`src/rtl/cpu_run_controller.sv`:
```
// CPU run controller: decodes mouse-zone commands into a run state, a
// programmable-rate CPU tick, a speed level and a memory-reset pulse.
module cpu_run_controller #(
  parameter int         CLOCK_FREQUENCY = 50000000,
  parameter int         BASE_RATE       = 1,
  parameter logic [5:0] Z_SPEEDUP       = 6'd1,
  parameter logic [5:0] Z_START         = 6'd5,
  parameter logic [5:0] Z_STEP          = 6'd6,
  parameter logic [5:0] Z_RESET         = 6'd7,
  parameter logic [5:0] Z_STOP          = 6'd8
) (
  input  logic        CLOCK_50,
  input  logic        reset_n,
  input  logic        O_selection,
  input  logic [5:0]  SELECTED_ZONE,
  input  logic        cpu_error,
  output logic        cpu_tick,
  output logic        cpu_run,
  output logic        ui_mode,
  output logic        mem_reset,
  output logic [1:0]  speed_level,
  output logic [1:0]  run_state,
  output logic [15:0] tick_count
);

  localparam int BASE_PERIOD = CLOCK_FREQUENCY / BASE_RATE;
  localparam int CNT_W       = $clog2(BASE_PERIOD);

  typedef enum logic [1:0] {
    IDLE   = 2'd0,
    RUN    = 2'd1,
    PAUSED = 2'd2,
    FAULT  = 2'd3
  } state_t;

  state_t             state, state_nx;
  logic [CNT_W-1:0]   cnt, cnt_nx;
  logic [1:0]         speed_nx;
  logic               tick_nx, mem_reset_nx;
  logic [15:0]        tick_count_nx;
  logic               sel_prev;
  logic               click;
  logic               cmd_speedup, cmd_start, cmd_step, cmd_reset, cmd_stop;

  // Last divider count for a speed level: (BASE_PERIOD >> speed) - 1.
  function automatic logic [CNT_W-1:0] period_last(input logic [1:0] spd);
    return CNT_W'((BASE_PERIOD >> spd) - 1);
  endfunction

  assign run_state = state;
  assign cpu_run   = (state == RUN);
  assign ui_mode   = (state == IDLE);

  // Command decode: one command per rising edge of the click level.
  always_comb begin
    click       = O_selection & ~sel_prev;
    cmd_speedup = click && (SELECTED_ZONE == Z_SPEEDUP);
    cmd_start   = click && (SELECTED_ZONE == Z_START);
    cmd_step    = click && (SELECTED_ZONE == Z_STEP);
    cmd_reset   = click && (SELECTED_ZONE == Z_RESET);
    cmd_stop    = click && (SELECTED_ZONE == Z_STOP);
  end

  // Next-state, divider and pulse logic; error beats RESET beats the rest.
  // A tick falling due on a cycle that leaves RUN is dropped, so ticks only
  // ever issue while the controller stays in RUN (or from a STEP).
  always_comb begin
    state_nx      = state;
    speed_nx      = speed_level;
    cnt_nx        = cnt;
    tick_nx       = 1'b0;
    mem_reset_nx  = 1'b0;
    tick_count_nx = tick_count;
    unique case (state)
      IDLE: begin
        if (cmd_start) begin
          state_nx      = RUN;
          speed_nx      = 2'd0;
          cnt_nx        = '0;
          tick_count_nx = 16'd0;
        end
      end
      RUN: begin
        if (cpu_error) begin
          state_nx = FAULT;
          cnt_nx   = '0;
        end else if (cmd_reset) begin
          state_nx      = IDLE;
          mem_reset_nx  = 1'b1;
          speed_nx      = 2'd0;
          cnt_nx        = '0;
          tick_count_nx = 16'd0;
        end else if (cmd_stop) begin
          state_nx = PAUSED;
          speed_nx = 2'd0;
          cnt_nx   = '0;
        end else begin
          if (cnt == period_last(speed_level)) begin
            tick_nx = 1'b1;
            cnt_nx  = '0;
          end else begin
            cnt_nx = cnt + 1'b1;
          end
          if (cmd_speedup) begin
            speed_nx = speed_level + 2'd1;
            cnt_nx   = '0;
          end
        end
      end
      PAUSED: begin
        if (cpu_error) begin
          state_nx = FAULT;
        end else if (cmd_reset) begin
          state_nx      = IDLE;
          mem_reset_nx  = 1'b1;
          speed_nx      = 2'd0;
          tick_count_nx = 16'd0;
        end else if (cmd_step) begin
          tick_nx = 1'b1;
        end else if (cmd_start) begin
          state_nx = RUN;
          cnt_nx   = '0;
        end
      end
      FAULT: begin
        if (cmd_reset) begin
          state_nx      = IDLE;
          mem_reset_nx  = 1'b1;
          speed_nx      = 2'd0;
          cnt_nx        = '0;
          tick_count_nx = 16'd0;
        end
      end
      default: state_nx = IDLE;
    endcase
    if (tick_nx) tick_count_nx = tick_count + 16'd1;
  end

  // State, divider, pulses and click-edge register; reset kills any pulse.
  always_ff @(posedge CLOCK_50 or negedge reset_n) begin
    if (!reset_n) begin
      state       <= IDLE;
      speed_level <= 2'd0;
      cnt         <= '0;
      cpu_tick    <= 1'b0;
      mem_reset   <= 1'b0;
      tick_count  <= 16'd0;
      sel_prev    <= 1'b0;
    end else begin
      state       <= state_nx;
      speed_level <= speed_nx;
      cnt         <= cnt_nx;
      cpu_tick    <= tick_nx;
      mem_reset   <= mem_reset_nx;
      tick_count  <= tick_count_nx;
      sel_prev    <= O_selection;
    end
  end

endmodule

```
`config.mk`:
```
export PLATFORM = sky130hd
export DESIGN_NAME = cpu_run_controller
export DESIGN_NICKNAME = d
export VERILOG_FILES = /design/src/rtl/cpu_run_controller.sv
export SDC_FILE = /design/constraint.sdc
export NUM_CORES = 1
export LEC_CHECK = 0
export CORE_UTILIZATION = 40
export CTS_CLUSTER_SIZE = 25
export DETAILED_ROUTE_END_ITERATION = 7
export GPL_ROUTABILITY_DRIVEN = 0
export PLACE_DENSITY = 0.69
export SETUP_SLACK_MARGIN = 0.3
export SYNTH_ARGS = -nofsm -noshare
export SYNTH_HDL_FRONTEND = slang
export SYNTH_SLANG_ARGS = --single-unit
```
`constraint.sdc`:
```
create_clock -name CLOCK_50 -period 4 [get_ports CLOCK_50]
set_clock_uncertainty 0.1 [all_clocks]
set_input_delay 0.4 -clock CLOCK_50 [delete_from_list [all_inputs] [get_ports CLOCK_50]]
set_output_delay 0.4 -clock CLOCK_50 [all_outputs]
set_load 0.02 [all_outputs]
```
==> impl_results.md <==
* Worst-Skew Late Latency at roughly 0.30 ns
* Antenna-violating nets left at 0
* Worst R2R Path Depth at 10
* Hold crit path type: input pin to asynchronous set/reset pin
* Async S/R FF share, synth at 100%
* Clk sinks at 49
* Psw at 0.464 mW
* Final Power at 1.40 mW
* Syn Area/Cell at between 8 and 9 um2
* VDD IR max at between 0.3 and 0.4 mV
* First-pass GRT wire length at 13200 um
* RSZ-0062 raised after global routing: false
* Die extent in y at a little over 90 um
* Resized Gates After CTS at 0
* Synthesized instance count at 367
* Synth Register Bits at a little under 50
* Fin crit share at 83.6%
* Core ar. at 7690 um2
* Hold-fix buffers, CTS at 0
* FF-to-FF End: tick_count[11]$_DFFE_PN0P_
* Synth unique cells at 53
* Core Util, Final at 48.8%
* Vias post-DR at 2870
* CTS tree: built
* Final wirelength at 7450 um
* Num rows at 32
* Slew headroom at around 41%
* # DRC at 0
* Cts bufs inserted at 5
* Synth top area share at 38.7%
* Setup bufs post-CTS at 0
* Synthesis Warnings at 0
* Layout cells sized above 1 at 5.75%
* Status: completed
* Area growth, synth to finish at 18.3%
* Cell area after placement at 3610 um2
* GRT Total Usage at between 15 and 20%
* Flop2flop setup slack at 0.66 ns
* Full die area at 8290 um2
* Root Buffer: clkbuf_8
* Leak at between 1.5 and 2 nW
* Switch share at 33.2%
* Final TNS setup at 0 ns
* Routed length per instance at about 15 um
* Fin crit period at 3.34 ns
* Clock Tree Buf Depth at 2
* Vias per inst at 5.72
* Clock slew at reported path FFs at 0.10 ns
* Largest cells by area after synthesis: dfrtp_1 (39%), ha_1 (5.9%), o21ai_0 (5.5%)
* WP data required at slightly above 4 ns
* Area leader, netlist: dfrtp_1
* Max-Cap Viols at 0
* Starting Density at 41.3%
* Setup violations, final at 0
* Clock network fraction of total power at 30.0%
* Endpoints failing hold at 0
* Antenna violations before repair at 0
* Vias in the first global route at ~2800
* Synthesized cell area at 3170 um2
* Total grt overflow at 0
* Pwr/cell area at 372 nW/um2
* Reg2reg start: speed_level[0]$_DFFE_PN0P_
* Drt first pass iters at 4
* Post-synth EDFFs at 0
* Count of pins over their slew limit at 0
* Post-route cell area at roughly 3800 um2
* Setup crit start kind: flip-flop
* Sequential share of power at 38.1%
* Die X at around 90 um
* N_diodes at 0
* Filler Cell Count at 750
* Kind of critical path: flip-flop to flip-flop
* Largest net degree at the start of global routing at 50
* Slew @ Worst Pin at 0.885 ns
* Post-synthesis sequential area ratio at 38.7%
* Setup crit end kind: flip-flop
* Primary FF master, synth: dfrtp_1
* Hpwl dp at between 5000 and 6000 um
* I/O pins at 34
* Syn nets at roughly 400
* Final Net Count at 424
* Worst endpoint data arrival time at 3.48 ns
* F_max at 299 MHz
* Port Buffer Count at 33
* Int Pwr at 0.933 mW
* Critical path peak fanout at 20
* Gate power share at 31.9%
* DRT iter0 DRCs at 193
* H-tree depth at 2
[layout by cell type (no fill, tap or decap), types with 14 or more instances in the layout]
cell type	n
a21oi_1	21
ha_1	15
nor2_1	25
nand2_1	38
o21ai_0	34
nor3_1	14
and3_1	16
dfrtp_1	49
clkdlybuf4s50_1	32
nand3_1	17
[kinds of logic after synthesis]
kind of cell / after synthesis / synth area share, %
xor+xnor: 14 / 3.87
fa+ha+maj: 15 / 5.92
buf+inv: 27 / 3.39
mux: 4 / 1.30
simple gates: 162 / 27.7
compound gates: 96 / 19.2
flops: 49 / 38.7
[cells in the mapped netlist (all sizes together), types with 2 or more instances]
| cell | count |
|---|---|
| o211ai | 4 |
| xnor2 | 6 |
| nand2 | 38 |
| dfrtp | 49 |
| and3 | 16 |
| nor2b | 4 |
| ha | 15 |
| nor3 | 14 |
| nand4b | 3 |
| a21o | 5 |
| nand3 | 17 |
| o21a | 3 |
| a211oi | 2 |
| a22oi | 2 |
| nand2b | 2 |
| nor4b | 4 |
| or4 | 6 |
| and4 | 3 |
| or3 | 6 |
| a21oi | 21 |
| nand4 | 13 |
| o31ai | 6 |
| buf | 4 |
| a31oi | 3 |
| o21ai | 35 |
| clkbuf | 10 |
| nor3b | 4 |
| a21boi | 2 |
| inv | 13 |
| a22o | 5 |
| mux2i | 3 |
| xor2 | 8 |
| nor2 | 25 |
[registers in the layout (all words and copies together) (netlist names)]
signal       cells
cnt             26
run_state        2
mem_reset        1
tick_count      16
cpu_tick         1
speed_level      2
sel_prev         1
[final cells by class]
cell class | instances | area (um2) | area share (%)
well taps | 102 | 128 | 3.40
inverters | 13 | 48.8 | 1.30
repair buffers | 39 | 370 | 9.87
clock inverters | 3 | 65.1 | 1.73
clock buffers | 5 | 68.8 | 1.83
multi-input cells | 291 | 1850 | 49.2
flip-flops and latches | 49 | 1230 | 32.7
[per-stage QoR]
stage	hold slack, ns	worst slack (ns)	std cells
floorplan	0.00441	0.892	367
global placement	0.386	0.702	494
detailed placement	0.398	0.589	494
CTS	0.128	0.559	502
global route	0.155	0.421	502
finish	0.0950	0.657	502
[worst max-delay path by stage]
stage,cells past startpoint,to,slack (ns),start
after global routing,10,tick_count[11]$_DFFE_PN0P_,0.42,speed_level[0]$_DFFE_PN0P_
after CTS,10,tick_count[11]$_DFFE_PN0P_,0.56,speed_level[0]$_DFFE_PN0P_
final,10,tick_count[11]$_DFFE_PN0P_,0.66,speed_level[0]$_DFFE_PN0P_
after detailed placement,10,tick_count[11]$_DFFE_PN0P_,0.59,speed_level[0]$_DFFE_PN0P_
after floorplan,10,tick_count[11]$_DFFE_PN0P_,0.89,speed_level[0]$_DFFE_PN0P_
after global placement,10,tick_count[13]$_DFFE_PN0P_,0.70,speed_level[0]$_DFFE_PN0P_
[worst max-delay path: stages (launching register included)]
cell and delay [ns]:
dfrtp_1 0.46, inv_1 0.15, ha_1 0.25, or4_1 0.54, a22oi_2 0.18, o221ai_2 0.13, nor4b_4 0.44, a31oi_1 0.14
buf_4 0.21, or4_1 0.51, a21oi_1 0.16
[power by group through the flow]
stage | Sequential [mW] | Combinational, mW | Clock (mW)
after floorplan | 0.551 | 0.287 | 0
after CTS | 0.533 | 0.442 | 0.427
final | 0.532 | 0.446 | 0.420
after global placement | 0.541 | 0.432 | 0
after global routing | 0.536 | 0.493 | 0.446
after detailed placement | 0.542 | 0.437 | 0
[per-layer routing]
metal	routed length (um)	vias to the layer above	GRT usage (%)
li1	-	1418	-
met1	3490	1397	25.7
met2	3650	49	33.0
met3	249	6	2.43
met4	61	0	4.76
met5	0	-	0
Note: power is estimated with default switching activity, not from simulation.
